===== config.mk =====
export PLATFORM = sky130hd
export DESIGN_NAME = master_nios2_qsys_0_oci_dct_packer_flat
export DESIGN_NICKNAME = d
export VERILOG_FILES = /design/src/rtl/master_nios2_qsys_0_oci_dct_pkg.sv /design/src/rtl/master_nios2_qsys_0_oci_dct_packer_if.sv /design/src/rtl/master_nios2_qsys_0_oci_dct_outreg.sv /design/src/rtl/master_nios2_qsys_0_oci_dct_packer.sv /design/src/flat_wrapper.sv
export SDC_FILE = /design/constraint.sdc
export NUM_CORES = 1
export LEC_CHECK = 0
export ABC_AREA = 1
export CAP_MARGIN = 20
export CORE_MARGIN = 2
export CORE_UTILIZATION = 30
export CTS_BUF_LIST = sky130_fd_sc_hd__clkbuf_2
export CTS_CLUSTER_DIAMETER = 200
export DETAILED_ROUTE_END_ITERATION = 12
export PLACE_DENSITY = 0.5
export SKIP_CTS_REPAIR_TIMING = 1
export SLEW_MARGIN = 15
export SYNTH_ARGS = -nofsm -noshare
export SYNTH_HDL_FRONTEND = slang
export SYNTH_HIERARCHICAL = 1
export SYNTH_SLANG_ARGS = --single-unit

===== constraint.sdc =====
create_clock -name clk -period 3.2 [get_ports clk]
set_clock_uncertainty 0.15 [all_clocks]
set_input_delay 0.64 -clock clk [delete_from_list [all_inputs] [get_ports clk]]
set_output_delay 0.64 -clock clk [all_outputs]
set_load 0.05 [all_outputs]

===== src/rtl/master_nios2_qsys_0_oci_dct_pkg.sv =====
// Shared constants and state encoding for the OCI trace packer.
//   SYM_WIDTH : width of one trace symbol
//   MAX_COUNT : symbols per full frame
//   DCT_WIDTH : packed frame width (SYM_WIDTH * MAX_COUNT)
//   CNT_WIDTH : width of the frame symbol count
package master_nios2_qsys_0_oci_dct_pkg;

  localparam int SYM_WIDTH = 2;
  localparam int MAX_COUNT = 15;
  localparam int DCT_WIDTH = SYM_WIDTH * MAX_COUNT;
  localparam int CNT_WIDTH = 4;

  typedef enum logic [1:0] {
    ST_RUN   = 2'd0,
    ST_DRAIN = 2'd1,
    ST_ENDED = 2'd2
  } dct_state_e;

endpackage


===== src/rtl/master_nios2_qsys_0_oci_dct_packer_if.sv =====
// Symbol input, frame output and end-of-test status of the trace packer.
//   master : traffic source / frame sink (drives symbols, flush, end_req, dct_ready)
//   slave  : the packer itself
interface master_nios2_qsys_0_oci_dct_packer_if;
  import master_nios2_qsys_0_oci_dct_pkg::*;

  logic                 sym_valid;
  logic [SYM_WIDTH-1:0] sym_data;
  logic                 sym_ready;
  logic                 flush;
  logic                 end_req;
  logic [DCT_WIDTH-1:0] dct_buffer;
  logic [CNT_WIDTH-1:0] dct_count;
  logic                 dct_valid;
  logic                 dct_ready;
  logic                 test_ending;
  logic                 test_has_ended;

  modport master (
    output sym_valid, sym_data, flush, end_req, dct_ready,
    input  sym_ready, dct_buffer, dct_count, dct_valid, test_ending, test_has_ended
  );

  modport slave (
    input  sym_valid, sym_data, flush, end_req, dct_ready,
    output sym_ready, dct_buffer, dct_count, dct_valid, test_ending, test_has_ended
  );
endinterface


===== src/rtl/master_nios2_qsys_0_oci_dct_outreg.sv =====
// Output frame register with valid/ready hold.
//   load/load_data/load_count : capture a closed frame (only when out_free)
//   out_ready                 : downstream acceptance
//   out_valid/out_data/out_count : offered frame, stable until accepted
//   out_free                  : register can take a frame on this edge
module master_nios2_qsys_0_oci_dct_outreg
  import master_nios2_qsys_0_oci_dct_pkg::*;
(
  input  logic                 clk,
  input  logic                 reset,
  input  logic                 load,
  input  logic [DCT_WIDTH-1:0] load_data,
  input  logic [CNT_WIDTH-1:0] load_count,
  input  logic                 out_ready,
  output logic                 out_valid,
  output logic [DCT_WIDTH-1:0] out_data,
  output logic [CNT_WIDTH-1:0] out_count,
  output logic                 out_free
);
  logic                 valid_reg;
  logic [DCT_WIDTH-1:0] data_reg;
  logic [CNT_WIDTH-1:0] count_reg;

  // Free when empty, or when the current frame leaves on this same edge.
  assign out_free = !valid_reg || out_ready;

  always_ff @(posedge clk or posedge reset) begin
    if (reset) begin
      valid_reg <= 1'b0;
      data_reg  <= '0;
      count_reg <= '0;
    end else if (load) begin
      valid_reg <= 1'b1;
      data_reg  <= load_data;
      count_reg <= load_count;
    end else if (valid_reg && out_ready) begin
      valid_reg <= 1'b0;
      data_reg  <= '0;
      count_reg <= '0;
    end
  end

  assign out_valid = valid_reg;
  assign out_data  = data_reg;
  assign out_count = count_reg;
endmodule


===== src/rtl/master_nios2_qsys_0_oci_dct_packer.sv =====
// Packs 2-bit trace symbols into 15-symbol frames and hands them downstream.
//   clk, reset : sole clock, asynchronous active-high reset
//   bus        : symbol input, flush/end_req pulses, frame output, test status
// A fill register assembles symbols; a closed fill moves straight into the
// output register on the closing edge when that register is free, otherwise it
// waits (closed) and stalls the symbol input.
module master_nios2_qsys_0_oci_dct_packer
  import master_nios2_qsys_0_oci_dct_pkg::*;
(
  input logic                                 clk,
  input logic                                 reset,
  master_nios2_qsys_0_oci_dct_packer_if.slave bus
);
  dct_state_e           state_reg, state_next;
  logic [DCT_WIDTH-1:0] fill_data_reg, fill_data_next;
  logic [CNT_WIDTH-1:0] fill_n_reg, fill_n_next;
  logic                 fill_closed_reg, fill_closed_next;

  logic                 sym_ready_int;
  logic                 accept;
  logic [DCT_WIDTH-1:0] merged_data;
  logic [CNT_WIDTH-1:0] merged_n;
  logic                 close_req;
  logic                 close_now;
  logic                 load;
  logic                 out_valid;
  logic                 out_free;
  logic [DCT_WIDTH-1:0] out_data;
  logic [CNT_WIDTH-1:0] out_count;

  // Held low during reset so every output reads zero while reset is high.
  assign sym_ready_int = (state_reg == ST_RUN) && !fill_closed_reg && !reset;
  assign accept        = bus.sym_valid && sym_ready_int;
  assign merged_n      = fill_n_reg + CNT_WIDTH'(accept);

  // Fill contents including this cycle's symbol, written into its slot.
  genvar gi;
  generate
    for (gi = 0; gi < MAX_COUNT; gi++) begin : g_slot
      assign merged_data[gi*SYM_WIDTH +: SYM_WIDTH] =
        (accept && fill_n_reg == CNT_WIDTH'(gi)) ? bus.sym_data
                                                 : fill_data_reg[gi*SYM_WIDTH +: SYM_WIDTH];
    end
  endgenerate

  // end_req in RUN closes a partial fill exactly like flush does.
  assign close_req = bus.flush || (state_reg == ST_RUN && bus.end_req);
  assign close_now = fill_closed_reg
                  || (merged_n == CNT_WIDTH'(MAX_COUNT))
                  || (close_req && merged_n != '0);
  assign load      = close_now && out_free;

  always_comb begin
    fill_data_next   = merged_data;
    fill_n_next      = merged_n;
    fill_closed_next = 1'b0;
    if (load) begin
      fill_data_next = '0;
      fill_n_next    = '0;
    end else if (close_now) begin
      fill_closed_next = 1'b1;
    end
  end

  always_comb begin
    state_next = state_reg;
    case (state_reg)
      ST_RUN:   if (bus.end_req) state_next = ST_DRAIN;
      // Fill is never written in DRAIN, so an empty fill plus a free output
      // register means the last frame leaves on this edge.
      ST_DRAIN: if (fill_n_reg == '0 && out_free) state_next = ST_ENDED;
      ST_ENDED: state_next = ST_ENDED;
      default:  state_next = ST_RUN;
    endcase
  end

  always_ff @(posedge clk or posedge reset) begin
    if (reset) begin
      state_reg       <= ST_RUN;
      fill_data_reg   <= '0;
      fill_n_reg      <= '0;
      fill_closed_reg <= 1'b0;
    end else begin
      state_reg       <= state_next;
      fill_data_reg   <= fill_data_next;
      fill_n_reg      <= fill_n_next;
      fill_closed_reg <= fill_closed_next;
    end
  end

  master_nios2_qsys_0_oci_dct_outreg u_outreg (
    .clk        (clk),
    .reset      (reset),
    .load       (load),
    .load_data  (merged_data),
    .load_count (merged_n),
    .out_ready  (bus.dct_ready),
    .out_valid  (out_valid),
    .out_data   (out_data),
    .out_count  (out_count),
    .out_free   (out_free)
  );

  assign bus.sym_ready      = sym_ready_int;
  assign bus.dct_valid      = out_valid;
  assign bus.dct_buffer     = out_data;
  assign bus.dct_count      = out_count;
  assign bus.test_ending    = (state_reg != ST_RUN);
  assign bus.test_has_ended = (state_reg == ST_ENDED);
endmodule


===== src/flat_wrapper.sv =====
// flat-port wrapper written by rule: the top's interface ports become plain ports
module master_nios2_qsys_0_oci_dct_packer_flat import master_nios2_qsys_0_oci_dct_pkg::*;
  (clk, reset, bus_sym_valid, bus_sym_data, bus_flush, bus_end_req, bus_dct_ready, bus_sym_ready, bus_dct_buffer, bus_dct_count, bus_dct_valid, bus_test_ending, bus_test_has_ended);
  master_nios2_qsys_0_oci_dct_packer_if bus_i ();
  input logic clk;
  input logic reset;
  input wire logic [$bits(bus_i.sym_valid)-1:0] bus_sym_valid;
  input wire logic [$bits(bus_i.sym_data)-1:0] bus_sym_data;
  input wire logic [$bits(bus_i.flush)-1:0] bus_flush;
  input wire logic [$bits(bus_i.end_req)-1:0] bus_end_req;
  input wire logic [$bits(bus_i.dct_ready)-1:0] bus_dct_ready;
  output wire logic [$bits(bus_i.sym_ready)-1:0] bus_sym_ready;
  output wire logic [$bits(bus_i.dct_buffer)-1:0] bus_dct_buffer;
  output wire logic [$bits(bus_i.dct_count)-1:0] bus_dct_count;
  output wire logic [$bits(bus_i.dct_valid)-1:0] bus_dct_valid;
  output wire logic [$bits(bus_i.test_ending)-1:0] bus_test_ending;
  output wire logic [$bits(bus_i.test_has_ended)-1:0] bus_test_has_ended;
  assign bus_i.sym_valid = bus_sym_valid;
  assign bus_i.sym_data = bus_sym_data;
  assign bus_i.flush = bus_flush;
  assign bus_i.end_req = bus_end_req;
  assign bus_i.dct_ready = bus_dct_ready;
  assign bus_sym_ready = bus_i.sym_ready;
  assign bus_dct_buffer = bus_i.dct_buffer;
  assign bus_dct_count = bus_i.dct_count;
  assign bus_dct_valid = bus_i.dct_valid;
  assign bus_test_ending = bus_i.test_ending;
  assign bus_test_has_ended = bus_i.test_has_ended;
  master_nios2_qsys_0_oci_dct_packer u_core (.clk(clk), .reset(reset), .bus(bus_i));
endmodule

* After elaboration in Yosys (flattened, before gate mapping)
Index checks and enable logic that the tools add are counted.
** Word-level totals
- Flip-flop bits (word level) :: 72
- Latch bits :: 0
- RAM bits :: 0
- Memory bits (read-only) :: 0
- Output and inout bits :: 38
- Logic and storage cells :: 91
- Memories :: 0
** Cells by class
- $add $sub $neg :: 1
- $mul :: 0
- Div/mod/pow operators :: 0
- $lt $le $gt $ge :: 0
- Equal/unequal tests :: 19
- Shifts and indexed selects :: 0
- Mux-type cells :: 28
- Bitwise logic cells :: 0
- Reductions and logical operators :: 36
** Operators by type and width (count)
- 30-bit two-way mux :: 3
- 2-bit two-way mux :: 17
- 4-bit equality test, second input constant :: 8
- 1-bit logical AND :: 23
- 4-bit by 3-bit equality test with 1-bit output, second input constant :: 4
- 4-bit two-way mux :: 3
- 4-bit by 2-bit equality test with 1-bit output, second input constant :: 2
- 2-bit case mux with 3 select lines :: 1
- 4-bit by 1-bit adder with 4-bit output :: 1
- 4-bit by 1-bit equality test with 1-bit output, second input constant :: 1
- 4-bit logical NOT :: 1
- 1-bit logical OR :: 4
- 1-bit two-way mux :: 4
- 2-bit nonzero test :: 2
- 4-bit nonzero test :: 1
- 1-bit logical NOT :: 3
- 2-bit by 1-bit equality test with 1-bit output, second input constant :: 1
- 2-bit equality test, second input constant :: 1
- 2-bit logical NOT :: 1
- 2-bit by 1-bit != test with 1-bit output, second input constant :: 1
- 2-bit != test, second input constant :: 1
- 2-bit AND reduction :: 1

* Logic depth before layout (Yosys ltp)
Gate-level depths: netlist of run 1.
- Depth after elaboration :: 10
- Mapped depth :: 21

* Modules after synthesis
Netlist of run 1, hierarchy kept.
** By module, submodules not included
- master_nios2_qsys_0_oci_dct_packer :: times used 1, cells an instance 302, area each 2252.2 µm²
- master_nios2_qsys_0_oci_dct_outreg :: times used 1, cells an instance 153, area each 1480.2 µm²

* Worst setup path after synthesis of run 1
OpenSTA, ideal clock, no wires.
- Kind :: input-to-reg
- Start :: input reset
- End :: register u_core.u_outreg.data_reg[5] (netlist: u_core/u_outreg/out_data[5])
- Setup time :: 0.120 ns
- Arrival :: 3.378 ns
- Data required time :: 2.930 ns
- Setup slack :: -0.448 ns
- Stages :: 17
- Buffers on the path :: 3
- Path through :: inv_1 > nand2_2 > nor2_4 > buf_2 > ha_1 > ha_1 > nand2_1 > nand2_2 > nand2_1 > nor2_2 > nor2_4 > a21boi_0 > buf_6 > inv_8 > buf_6 > nand3_1 > nand2_1
** On the way
- Cells in the longest elaborated chain, start to end :: 9
- Elaborated cells on any way between the ends :: 14
** RTL lines
- start: declaration :: line flat_wrapper.sv:6 : input logic reset;
- 1-bit logical NOT (*) :: line master_nios2_qsys_0_oci_dct_packer.sv:32 : assign sym_ready_int = (state_reg == ST_RUN) && !fill_closed_reg && !reset;
- 1-bit logical AND (*) :: line master_nios2_qsys_0_oci_dct_packer.sv:32
- 1-bit logical AND (*) :: line master_nios2_qsys_0_oci_dct_packer.sv:33 : assign accept = bus.sym_valid && sym_ready_int;
- 4-bit by 1-bit adder with 4-bit output (*) :: line master_nios2_qsys_0_oci_dct_packer.sv:34 : assign merged_n = fill_n_reg + CNT_WIDTH'(accept);
- net u_core.merged_n[2] :: line master_nios2_qsys_0_oci_dct_packer.sv:22 : logic [CNT_WIDTH-1:0] merged_n;
- 4-bit equality test / 4-bit nonzero test (equally long branches) :: line master_nios2_qsys_0_oci_dct_packer.sv:49, master_nios2_qsys_0_oci_dct_packer.sv:50
- 1-bit logical OR / 1-bit logical AND (equally long branches) :: line master_nios2_qsys_0_oci_dct_packer.sv:49, master_nios2_qsys_0_oci_dct_packer.sv:50
- 1-bit logical OR (*) :: line master_nios2_qsys_0_oci_dct_packer.sv:50 : || (close_req && merged_n != '0);
- 1-bit logical AND (*) :: line master_nios2_qsys_0_oci_dct_packer.sv:51 : assign load = close_now && out_free;
- net u_core.load :: line master_nios2_qsys_0_oci_dct_packer.sv:25 : logic load;
- 30-bit two-way mux / 2-bit nonzero test (equally long branches)
- end signal: assignment :: line master_nios2_qsys_0_oci_dct_outreg.sv:34 : data_reg <= load_data;
- end: declaration :: line master_nios2_qsys_0_oci_dct_outreg.sv:21 : logic [DCT_WIDTH-1:0] data_reg;
Mark *: on every way through the listed nets, which the timed path passes. The rest lies on a longest branch.
A chain may end at the register's enable or synchronous reset.

* Final worst setup path of run 1
- Start :: register u_core.state_reg[0]
- End :: output bus_test_ending
** On the way
- Cells in the longest elaborated chain, start to end :: 1
** RTL lines
- start: declaration :: line master_nios2_qsys_0_oci_dct_packer.sv:14 : dct_state_e state_reg, state_next;
- start signal: assignment :: line master_nios2_qsys_0_oci_dct_packer.sv:84 : state_reg <= state_next;
- 2-bit nonzero test :: line master_nios2_qsys_0_oci_dct_packer.sv:108 : assign bus.test_ending = (state_reg != ST_RUN);
- end: declaration :: line flat_wrapper.sv:16 : output wire logic [$bits(bus_i.test_ending)-1:0] bus_test_ending;
Every way passes these cells.

==> summary.txt, run 1 <==
top cells by area, synth: dfrtp_1 48%, nand2_1 13%, inv_1 8.0%
Max-cap violations: 0
CTS Buf Count: 9
post-layout min period: 2950 ps
pin count of the biggest net entering global routing: 38
final hold vios: 0
register area: 1800 um2
Antenna Nets Post-Route: 0
Pre-antenna DRT Iters: 4
Vias/cell: 4.41
Leakage: 2.45 nW
Cell Chain, Critical Path: inv_1, ha_1, inv_2, clkdlybuf4s50_1
P&R area growth vs syn: 18.3%
Post-Syn Area per Cell: 8.20 um2
Synth top area share: 48.3%
die height: 116 um
Reg clk slew, reported paths: 180 ps
CP top delay family: buffers and inverters
dpl hpwl: 5980 um
worst-path fanout max: 4
Least-Margin Pin Slew: 722 ps
Layout Nets: 513
die area: 13300 um2
CP max stage delay: 820 ps
# port buffers: 45
vias: 2962
total congestion overflow: 0
initial antenna violation count: 0
Pwr Density: 662 nW/um2
first-pass GRT wire length: 14000 um
Seq/Total Area, Yosys: 48.3%
Ports: 46
CTS Buffer Depth: 2
Hold Path Class: flip-flop to flip-flop
H-tree Lvls: 3
Setup CP Type: flip-flop to output pin
max frequency: 339 MHz
FF+latch count, synth: 72
fin. max-slew vios: 0
Avg WL per Cell: 12.5 um
CP max-delay cell: clkdlybuf4s50_1
CP Data Arrival Time: 2160 ps
commonest non-fill, non-tap cell in the layout: nand2_1
Core Region: 12100 um2
period utilisation layout: 92.0%
Slew HR: 51.7%
Hold Slack: 371 ps
Core Rows: 40
RD Place Congestion: 0.810
# fillers: 1253
CP Buf/Inv Count: 3
Synth Instances: 455
multi-input combinational cell area: 1460 um2
GR Util All Layers: 13.5%
Die X: 116 um
fin util: 36.6%
Total Wirelength: 8420 um
most frequent cells in the layout: 130 x nand2_1, 78 x inv_1, 72 x dfrtp_1, 44 x clkdlybuf4s50_1, 32 x nand3_1
initial drt markers: 115
Worst Setup End Kind: output pin
Fin Setup TNS: 0 ps
Post-route DRC: 0
Net Count, Synth: 469
RSZ-0062 raised after global routing: false
CTS root buffer: clkbuf_2
Syn Std Cell Area: 3730 um2
Clock Latency Late Sink: 510 ps
largest area contributor in the netlist: dfrtp_1
status: finished, final reports clean
starting density of the core: 30.9%
share of post-route cells with drive strength above 1: 15.1%
Required @ worst endpoint: 2410 ps
crit path launch type: flip-flop
post-synthesis cell type count: 29
Syn. warnings: 6
CTS Sinks: 72
vias in the first global route: 2846
Worst IR Drop VDD: 0.000308 V
count of final setup violators: 0
CTS tree: built
kinds of logic (layout without fill, tap and decap cells):
group                    after synthesis  count (layout)  share of synthesized area (%)
AND/OR/NAND/NOR                      210             210                           25.9
flip-flops                            72              72                           48.3
buffers and inverters                106             153                           13.4
adder cells (fa/ha/maj)                6               6                           2.01
AO/OA/AOI/OAI                         61              61                           10.3
other                                  0               1                              0
power breakdown:
group / switching, mW / total (mW) / internal (mW) / leakage [nW]
Sequential: 0.0730 / 1.10 / 1.02 / 0.995
Clock: 0.303 / 0.403 / 0.101 / 0.0553
Combinational: 0.995 / 1.42 / 0.428 / 1.40
Total: 1.37 / 2.92 / 1.55 / 2.45
worst reg2reg max path, delay by kind of cell (launching register included):
kind | cells | cell delay (ps)
fa+ha+maj | 3 | 570
compound gates | 1 | 70
buf+inv | 5 | 610
flops | 1 | 430
simple gates | 9 | 850
per-stage QoR:
step / total power, mW / instance area [um2] / std cells / worst slack (ps)
floorplan: 2.23 / 3770 / 455 / 10.8
global placement: 2.54 / 4340 / 656 / 105
detailed placement: 2.55 / 4340 / 656 / 75.5
CTS: 2.96 / 4410 / 670 / 202
global route: 3.15 / 4410 / 670 / 105
finish: 2.92 / 4420 / 671 / 254
layer usage:
metal	wire length, um	global-route usage (%)
met5	0	0
met4	146	5.54
met3	293	2.77
met2	3830	21.0
met1	4150	18.4
Yosys cell counts:
library cell	n
inv_1	80
nand3_1	32
a21oi_1	17
buf_1	1
inv_2	3
nand2_1	130
nand2_2	5
ha_1	6
a21oi_2	20
inv_8	1
buf_4	3
buf_8	1
nor2_2	4
buf_6	8
o21ai_1	2
nor2_4	3
or2_2	1
a21boi_0	1
clkbuf_4	3
a21o_1	1
nor3_1	1
nor2_1	13
nand2_4	1
o21ai_0	20
dfrtp_1	72
clkbuf_1	4
buf_2	2
nand4_1	11
nand3_2	9
final timing paths:
check	from	end	slack [ps]	cells after the start
worst min-delay path	u_core/u_outreg/out_data[14]$_DFFE_PP0P_	u_core/u_outreg/out_data[14]$_DFFE_PP0P_	370	2
min in group asynchronous	reset	u_core/u_outreg/out_data[13]$_DFFE_PP0P_	400	2
worst max register to register	u_core/state_reg[1]$_DFFE_PP0P_	u_core/u_outreg/out_data[1]$_DFFE_PP0P_	470	18
max in group asynchronous	reset	u_core/u_outreg/out_data[16]$_DFFE_PP0P_	1820	3
worst max-delay path	u_core/state_reg[0]$_DFFE_PP0P_	bus_test_ending	250	4
worst min register to register	u_core/u_outreg/out_data[14]$_DFFE_PP0P_	u_core/u_outreg/out_data[14]$_DFFE_PP0P_	370	2
area by class of cell:
type | count | share of cell area, %
well taps | 168 | 4.76
clock inverters | 2 | 0.198
flip-flops and latches | 72 | 40.8
diodes | 1 | 0.0567
clock buffers | 12 | 1.36
multi-input cells | 277 | 33.0
repair buffers | 55 | 12.4
inverters | 84 | 7.40
(Power assumes the default switching activity.)
==> run 2, diff against run 1 <==
MAX_ROUTING_LAYER = met4   (was unset)
==> run 2 against run 1 <==
Against the previous run:
- combinational power about the same
- total power about the same
- core utilization unchanged
- critical path type unchanged
- fmax decreased by 0.27%
- largest cell class unchanged
- cell count unchanged
- global-route usage increased by 0.38 points
- register-to-register slack about the same
==> summary.txt, run 2 (synthesized netlist as in run 1, its figures left out) <==
Total Wirelength: 8400 um (was 8420 um)
placed cells: 656 (unchanged)
max frequency: 339 MHz (about the same)
Hold Path Class: flip-flop to flip-flop (unchanged)
Slew HR: 51.6% (was 51.7%)
part of the power in registers: 37.5% (about the same)
worst-path fanout max: 4 (unchanged)
CTS Sinks: 72 (unchanged)
Pre-antenna DRT Iters: 4 (unchanged)
Core Rows: 40 (unchanged)
CP Data Arrival Time: 2160 ps (about the same)
Worst IR Drop VDD: 0.000307 V (was 0.000308 V)
Pwr Density: 662 nW/um2 (about the same)
Layout Nets: 513 (unchanged)
crit path launch type: flip-flop (unchanged)
Leakage: 2.45 nW (unchanged)
count of final setup violators: 0 (unchanged)
Core Region: 12100 um2 (unchanged)
starting density of the core: 30.9% (unchanged)
most frequent cells in the layout: 130 x nand2_1, 78 x inv_1, 72 x dfrtp_1, 44 x clkdlybuf4s50_1, 32 x nand3_1 (unchanged)
post-layout min period: 2950 ps (about the same)
die area: 13300 um2 (unchanged)
# fillers: 1253 (unchanged)
period utilisation layout: 92.3% (was 92.0%)
Sw Ratio: 46.9% (about the same)
RD Place Congestion: 0.821 (was 0.810)
H-tree Lvls: 3 (unchanged)
Required @ worst endpoint: 2410 ps (about the same)
multi-input combinational cell area: 1460 um2 (unchanged)
CTS Buffer Depth: 2 (unchanged)
final hold vios: 0 (unchanged)
Avg WL per Cell: 12.5 um (about the same)
clock power share: 13.8% (about the same)
register area: 1800 um2 (unchanged)
Die X: 116 um (unchanged)
vias in the first global route: 2846 (unchanged)
fin. max-slew vios: 0 (unchanged)
share of post-route cells with drive strength above 1: 15.1% (unchanged)
Antenna Nets Post-Route: 0 (unchanged)
Worst Setup End Kind: output pin (unchanged)
Reg clk slew, reported paths: 190 ps (was 180 ps)
CTS root buffer: clkbuf_2 (unchanged)
status: finished, final reports clean (unchanged)
commonest non-fill, non-tap cell in the layout: nand2_1 (unchanged)
Vias/cell: 4.43 (was 4.41)
dpl hpwl: 5980 um (unchanged)
initial antenna violation count: 0 (unchanged)
Max-cap violations: 0 (unchanged)
total congestion overflow: 0 (unchanged)
CTS tree: built (unchanged)
Ports: 46 (unchanged)
# port buffers: 45 (unchanged)
Post-route DRC: 0 (unchanged)
Setup CP Type: flip-flop to output pin (unchanged)
vias: 2972 (was 2962)
combinational share of power: 48.6% (was 48.7%)
pin count of the biggest net entering global routing: 38 (unchanged)
NetSw: 1.37 mW (about the same)
CTS Buf Count: 9 (unchanged)
P&R area growth vs syn: 18.3% (unchanged)
Least-Margin Pin Slew: 723 ps (was 722 ps)
die height: 116 um (unchanged)
Fin Setup TNS: 0 ps (unchanged)
first-pass GRT wire length: 14000 um (about the same)
Cell Int Power: 1.55 mW (about the same)
RSZ-0062 raised after global routing: false (unchanged)
initial drt markers: 154 (was 115)
Clock Latency Late Sink: 510 ps (about the same)
GR Util All Layers: 13.9% (was 13.5%)
final non-filler cell total: 671 (unchanged)
run 2: cell counts in the layout (fill, tap and decap cells not counted):
No cell type changed its count.
run 2: path summary, 6_finish.rpt:
kind | from | endpoint | slack [ps] | cells after the start
max | u_core/state_reg[0]$_DFFE_PP0P_ | bus_test_ending | 250 | 4
max reg2reg | u_core/state_reg[1]$_DFFE_PP0P_ | u_core/u_outreg/out_data[1]$_DFFE_PP0P_ | 460 | 18
max in group asynchronous | reset | u_core/u_outreg/out_data[16]$_DFFE_PP0P_ | 1810 | 3
min in group asynchronous | reset | u_core/u_outreg/out_data[13]$_DFFE_PP0P_ | 410 | 2
min reg2reg | u_core/u_outreg/out_data[14]$_DFFE_PP0P_ | u_core/u_outreg/out_data[14]$_DFFE_PP0P_ | 370 | 2
min | u_core/u_outreg/out_data[14]$_DFFE_PP0P_ | u_core/u_outreg/out_data[14]$_DFFE_PP0P_ | 370 | 2
run 2: cell type report:
class / instances / area share (%)
flip-flops and latches: 72 / 40.8
multi-input cells: 277 / 33.0
repair buffers: 55 / 12.4
inverters: 84 / 7.40
well taps: 168 / 4.76
clock buffers: 12 / 1.36
clock inverters: 2 / 0.198
diodes: 1 / 0.0567
run 2: critical path: stages, from the launching register on:
cell and delay (ps):
dfrtp_1 400, inv_1 90, ha_1 230, inv_2 120, clkdlybuf4s50_1 820
run 2: metrics by stage:
stage | setup WS [ps] | hold WS (ps) | area (um2) | total power, mW | util (%)
global route | 112 | 388 | 4410 | 3.15 | 36.6
finish | 246 | 371 | 4420 | 2.92 | 36.6
global placement | 105 | 336 | 4340 | 2.54 | 36.0
floorplan | 10.8 | 393 | 3770 | 2.23 | -
detailed placement | 75.5 | 339 | 4340 | 2.55 | 36.0
CTS | 202 | 370 | 4410 | 2.96 | 36.6
run 2: per-layer routing:
layer	part of all wire (%)	up-vias	GRT usage, %
met2	45	55	21.0
li1	-	1492	-
met4	1.4	0	5.30
met3	3.7	9	2.72
met1	49	1416	18.4
met5	0	-	-
run 2: power groups by stage:
| stage | logic, mW | clock network, mW | registers (mW) |
|---|---|---|---|
| after floorplan | 0.943 | 0 | 1.29 |
| after global placement | 1.43 | 0 | 1.11 |
| after detailed placement | 1.43 | 0 | 1.12 |
| after CTS | 1.44 | 0.429 | 1.10 |
| after global routing | 1.56 | 0.471 | 1.11 |
| final | 1.42 | 0.405 | 1.10 |
==> run 3, diff against run 2 <==
ABC_AREA = unset   (was 1)
HOLD_SLACK_MARGIN = 0.06   (was unset)
PLACE_DENSITY = 0.51   (was 0.5)
==> run 3 against run 2 <==
Against the previous run:
- non-clock buffer count grew 7
- die area shrank 3.5%
- setup slack lost 16 ps
- routed wire length shrank 8.8%
- synthesized cell count shrank 38%
- fmax shrank 0.55%
- critical path type is now flip-flop to flip-flop
- critical endpoint is now u_core/u_outreg/out_count[2]$_DFFE_PP0P_
==> summary.txt, run 3 <==
total congestion overflow: 0 (unchanged)
Post-route DRC: 0 (unchanged)
share of post-route cells with drive strength above 1: 29.1% (was 15.1%)
Ports: 46 (unchanged)
Antenna Nets Post-Route: 0 (unchanged)
EDFF count, synth: 0 (unchanged)
Post-synth top flop: dfrtp_1 (unchanged)
multi-input combinational cell area: 1610 um2 (was 1460 um2)
Least-Margin Pin Slew: 628 ps (was 723 ps)
crit path launch type: flip-flop (unchanged)
count of final setup violators: 0 (unchanged)
commonest non-fill, non-tap cell in the layout: dfrtp_1 (was nand2_1)
Worst Setup SP: u_core/state_reg[0]$_DFFE_PP0P_ (unchanged)
starting density of the core: 31.1% (was 30.9%)
GR Util All Layers: 13.3% (was 13.9%)
top cells by area, synth: dfrtp_1 50%, mux2_2 10%, a22o_1 8.3% (was dfrtp_1 48%, nand2_1 13%, inv_1 8.0%)
FF+latch count, synth: 72 (unchanged)
CTS Buffer Depth: 2 (unchanged)
Syn. warnings: 6 (unchanged)
# fillers: 1144 (was 1253)
Fin Setup TNS: 0 ps (unchanged)
CTS root buffer: clkbuf_2 (unchanged)
Worst Setup EP: u_core/u_outreg/out_count[2]$_DFFE_PP0P_ (was bus_test_ending)
Leakage: 2.06 nW (was 2.45 nW)
Pre-antenna DRT Iters: 6 (was 4)
CTS Sinks: 72 (unchanged)
antenna cell count: 0 (was 1)
H-tree Lvls: 3 (unchanged)
initial antenna violation count: 0 (unchanged)
vias: 2324 (was 2972)
Core Region: 11600 um2 (was 12100 um2)
most frequent cells in the layout: 72 x dfrtp_1, 44 x clkdlybuf4s50_1, 36 x nor2b_1, 34 x a22o_1, 32 x mux2_2 (was 130 x nand2_1, 78 x inv_1, 72 x dfrtp_1, 44 x clkdlybuf4s50_1, 32 x nand3_1)
most common cell in the netlist: dfrtp_1 (was nand2_1)
Avg WL per Cell: 15.9 um (was 12.5 um)
Core Rows: 39 (was 40)
final non-filler cell total: 483 (was 671)
Sw Ratio: 40.8% (was 46.9%)
Synth Instances: 284 (was 455)
NetSw: 1.12 mW (was 1.37 mW)
CP Data Arrival Time: 3270 ps (was 2160 ps)
RD Place Congestion: 0.762 (was 0.821)
fin. max-slew vios: 0 (unchanged)
Worst Setup End Kind: flip-flop (was output pin)
largest area contributor in the netlist: dfrtp_1 (unchanged)
Synth top area share: 50.1% (was 48.3%)
Vias/cell: 4.81 (was 4.43)
Pwr Density: 632 nW/um2 (was 662 nW/um2)
Cell Int Power: 1.63 mW (was 1.55 mW)
worst-path fanout max: 36 (was 4)
fin util: 37.7% (was 36.6%)
dpl hpwl: 5010 um (was 5980 um)
CTS Buf Count: 9 (unchanged)
Required @ worst endpoint: 3500 ps (was 2410 ps)
combinational share of power: 39.7% (was 48.6%)
die height: 114 um (was 116 um)
period utilisation layout: 92.8% (was 92.3%)
Syn Std Cell Area: 3600 um2 (was 3730 um2)
FFs w/ async S/R, synth: 100% (unchanged)
placed cells: 467 (was 656)
Hold Slack: 347 ps (was 371 ps)
final hold vios: 0 (unchanged)
Pwr Total: 2.76 mW (was 2.92 mW)
Total Wirelength: 7660 um (was 8400 um)
FF-to-FF path depth: 14 (was 18)
Max-cap violations: 0 (unchanged)
register area: 1800 um2 (unchanged)
synth cell count leaders: 72 x dfrtp_1, 36 x nor2b_1, 34 x a22o_1, 32 x mux2_2, 19 x a21boi_2 (was 130 x nand2_1, 80 x inv_1, 72 x dfrtp_1, 32 x nand3_1)
Die X: 114 um (was 116 um)
initial drt markers: 110 (was 154)
die area: 12900 um2 (was 13300 um2)
max frequency: 337 MHz (was 339 MHz)
# port buffers: 45 (unchanged)
Net Count, Synth: 298 (was 469)
Seq/Total Area, Yosys: 50.1% (was 48.3%)
clock power share: 22.5% (was 13.8%)
Reg clk slew, reported paths: 240 ps (was 190 ps)
P&R area growth vs syn: 21.3% (was 18.3%)
Post-Syn Area per Cell: 12.7 um2 (was 8.20 um2)
reg2reg start: u_core/state_reg[0]$_DFFE_PP0P_ (was u_core/state_reg[1]$_DFFE_PP0P_)
Setup CP Type: flip-flop to flip-flop (was flip-flop to output pin)
post-synthesis cell type count: 36 (was 29)
RR Endpoint: u_core/u_outreg/out_count[2]$_DFFE_PP0P_ (was u_core/u_outreg/out_data[1]$_DFFE_PP0P_)
Hold Path Class: input port to asynchronous set/reset pin (was flip-flop to flip-flop)
Worst IR Drop VDD: 0.000320 V (was 0.000307 V)
CTS tree: built (unchanged)
vias in the first global route: 2393 (was 2846)
Clock Latency Late Sink: 510 ps (about the same)
R2R setup slack: 230 ps (was 460 ps)
part of the power in registers: 37.9% (was 37.5%)
Layout Nets: 349 (was 513)
RSZ-0062 raised after global routing: false (unchanged)
post-layout min period: 2970 ps (was 2950 ps)
pin count of the biggest net entering global routing: 38 (unchanged)
status: finished, final reports clean (unchanged)
first-pass GRT wire length: 13200 um (was 14000 um)
Slew HR: 58.0% (was 51.6%)
==> run 3: cell types whose count changed after synthesis, sizes merged, moves of 8 or more <==
cell,delta
a22o,+34
a21boi,+32
a21oi,-33
nor2,-18
nand4,-8
mux2,+32
nand3,-30
nor2b,+37
o21ai,-21
nand2,-134
inv,-77
==> run 3: layout make-up <==
class | count | area share [%]
repair buffers | 62 | 13.8
inverters | 7 | 0.602
multi-input cells | 183 | 36.9
flip-flops and latches | 72 | 41.3
clock buffers | 9 | 1.03
clock inverters | 7 | 2.35
well taps | 143 | 4.10
==> run 3: worst min-delay path by stage <==
stage	startpoint	endpoint	slack (ps)	depth (start not counted)
after global routing	reset	u_core/u_outreg/out_data[1]$_DFFE_PP0P_	330	3
after global placement	u_core/state_reg[0]$_DFFE_PP0P_	u_core/state_reg[0]$_DFFE_PP0P_	370	1
final	reset	u_core/u_outreg/out_data[0]$_DFFE_PP0P_	350	3
after CTS	reset	u_core/u_outreg/out_data[0]$_DFFE_PP0P_	320	3
after detailed placement	u_core/state_reg[0]$_DFFE_PP0P_	u_core/state_reg[0]$_DFFE_PP0P_	380	1
after floorplan	u_core/state_reg[1]$_DFFE_PP0P_	u_core/state_reg[1]$_DFFE_PP0P_	360	1
==> run 3: metal layers <==
metal | vias to the layer above | part of all wire, % | global-route usage [%] | wire [um]
met3 | 12 | 2.8 | 2.44 | 217
li1 | 1118 | - | - | -
met5 | - | 0 | - | 0
met4 | 0 | 1.7 | 4.88 | 133
met1 | 1154 | 52 | 19.4 | 3990
met2 | 40 | 43 | 18.4 | 3320
==> run 3: per-stage QoR <==
stage               worst slack (ps)  cell area, um2
detailed placement              -241            4220
global placement                -197            4220
global route                    12.6            4360
CTS                              205            4360
floorplan                       55.4            3600
finish                           230            4360
==> run 3: critical path: stages, from the launching register on <==
cell,delay [ps]
dfrtp_1,410
inv_1,80
ha_1,230
and4bb_2,250
ha_1,200
ha_1,250
xnor2_2,190
inv_1,80
nor4_2,150
buf_4,170
a21boi_4,50
and2_2,240
buf_12,170
nor2b_1,130
a22o_1,140
==> run 3: power groups by stage <==
stage	combinational [mW]	sequential, mW	clock [mW]
6_report	1.09	1.04	0.620
3_5_place_dp	1.11	1.06	0
4_1_cts	1.11	1.04	0.646
2_1_floorplan	0.697	1.17	0
3_3_place_gp	1.09	1.06	0
5_1_grt	1.19	1.06	0.697
==> run 3: cell families (layout without fill, tap and decap cells) <==
kind of cell    Yosys count  in the layout  synth area share (%)
compound gates           75             75                  19.2
xor+xnor                  2              2                 0.696
fa+ha+maj                 6              6                  2.09
buf+inv                  29             85                  5.53
flops                    72             72                  50.1
mux                      33             33                  10.4
simple gates             67             67                  12.0
==> variant (settings of run 2) <==
Reset style: synchronous (`reset`), changed in 2 clocked blocks. Comments in the files are not updated.
--- a/src/rtl/master_nios2_qsys_0_oci_dct_outreg.sv
+++ b/src/rtl/master_nios2_qsys_0_oci_dct_outreg.sv
@@ -24,7 +24,7 @@
   // Free when empty, or when the current frame leaves on this same edge.
   assign out_free = !valid_reg || out_ready;
 
-  always_ff @(posedge clk or posedge reset) begin
+  always_ff @(posedge clk) begin
     if (reset) begin
       valid_reg <= 1'b0;
       data_reg  <= '0;
--- a/src/rtl/master_nios2_qsys_0_oci_dct_packer.sv
+++ b/src/rtl/master_nios2_qsys_0_oci_dct_packer.sv
@@ -74,7 +74,7 @@
     endcase
   end
 
-  always_ff @(posedge clk or posedge reset) begin
+  always_ff @(posedge clk) begin
     if (reset) begin
       state_reg       <= ST_RUN;
       fill_data_reg   <= '0;
Formal check against the unedited RTL: differs if reset is asserted again (counterexample within 4 cycles, from zero or initial values and one cycle with reset high); with reset held inactive, the same outputs for 10 cycles.
==> variant against run 2 <==
- hold slack got worse by 0.035 ns
- total power fell by 25%
- routed wire length fell by 8.4%
- sequential cell count did not move
- sequential power fell by 14%
- final area fell by 6.9%
- sequential share of layout area fell by 5.7 points
- area after synthesis fell by 7.6%
- setup slack got worse by 0.020 ns
==> variant: results (changes against run 2) <==
| Metric | Value |
|---|---|
| Detailed route wirelength on metal3 | `166 um (-46%)` |
| Run status | `complete, no violations` |
| Gate Count Post-Synth | `429 (-5.7%)` |
| Via count of the first global-routing pass | `2748 (-3.4%)` |
| Commonest cells in the synthesized netlist | `91 x nand2_1, 77 x inv_1, 72 x dfxtp_1` |
| RD Place Congestion | `0.755 (-8.1%)` |
| First element of the critical path | `u_core/state_reg[0]` |
| Arithmetic-cell share of the synthesized area counting full adders, half adders and majority gates | `0.0218 (+0.00166)` |
| Placed cells | `602 (-8.2%)` |
| Via count | `2713 (-8.7%)` |
| Leading post-synthesis cells by cell area | `dfxtp_1 42%, nand2_1 9.9%, nand3_2 8.4%, inv_1 8.4%, a21oi_2 7.6%` |
| Path type of the worst setup path | `flop to flop` |
| Register-to-register setup slack | `0.23 ns (-0.23 ns)` |
| Detail Placement HPWL | `4840 um (-19%)` |
| Number of nets at the end of the flow | `488 (-4.9%)` |
| Time the final worst path needs with I/O delays and setup | `2.97 ns (+0.0203 ns)` |
| First-pass GRT wire length | `12700 um (-9.4%)` |
| Largest net degree at the start of global routing | `37 (-2.6%)` |
| Met2 usage | `0.213 (+0.00247)` |
| Number of diodes | `0 (-1)` |
| Worst hold margin | `0.336 ns (-0.0347 ns)` |
| Met1 wire length | `3800 um (-8.7%)` |
| Compound-gate portion of the synthesized area | `0.139 (+0.0361)` |
| Pleak | `0.00175 uW (-28%)` |
| Share of cells above drive strength 1 | `0.222 (+0.0704)` |
| Worst max-slew margin expressed relative to the limit | `0.574 (+0.0571)` |
| Hold Path Origin | `u_core/u_outreg/out_data[4]` |
variant: cell type report:
class,instances,area [um2],share of cell area
clock buffer,11,55.1,0.0134
clock inverter,4,46.3,0.0113
inverter,79,313,0.0761
multi-input combinational,259,1530,0.372
sequential,72,1440,0.351
tap,143,179,0.0435
timing repair buffer,51,517,0.126
timing repair inverter,2,27.5,0.00670
variant: power breakdown:
part           total [uW]  switching, uW  internal, uW
logic                 726            511           215
clock network         506            327           179
registers             951           21.7           930
variant: per-stage QoR:
stage	util	power, uW
after floorplan	-	1540
after global placement	0.346	1590
after detailed placement	0.346	1590
after CTS	0.355	2100
after global routing	0.363	2310
final	0.363	2180
variant: critical path: cells and delay by family, from the launching register on:
kind	cells	cell delay, ns
buffers and inverters	6	0.79
adders and majority gates	3	0.55
DFF	1	0.35
and+or+nand+nor	8	0.82
AOI/OAI and AO/OA	2	0.27
variant: cells by family after synthesis:
group	Yosys count
and+or+nand+nor	180
DFF	72
adders and majority gates	6
buffers and inverters	98
AOI/OAI and AO/OA	73
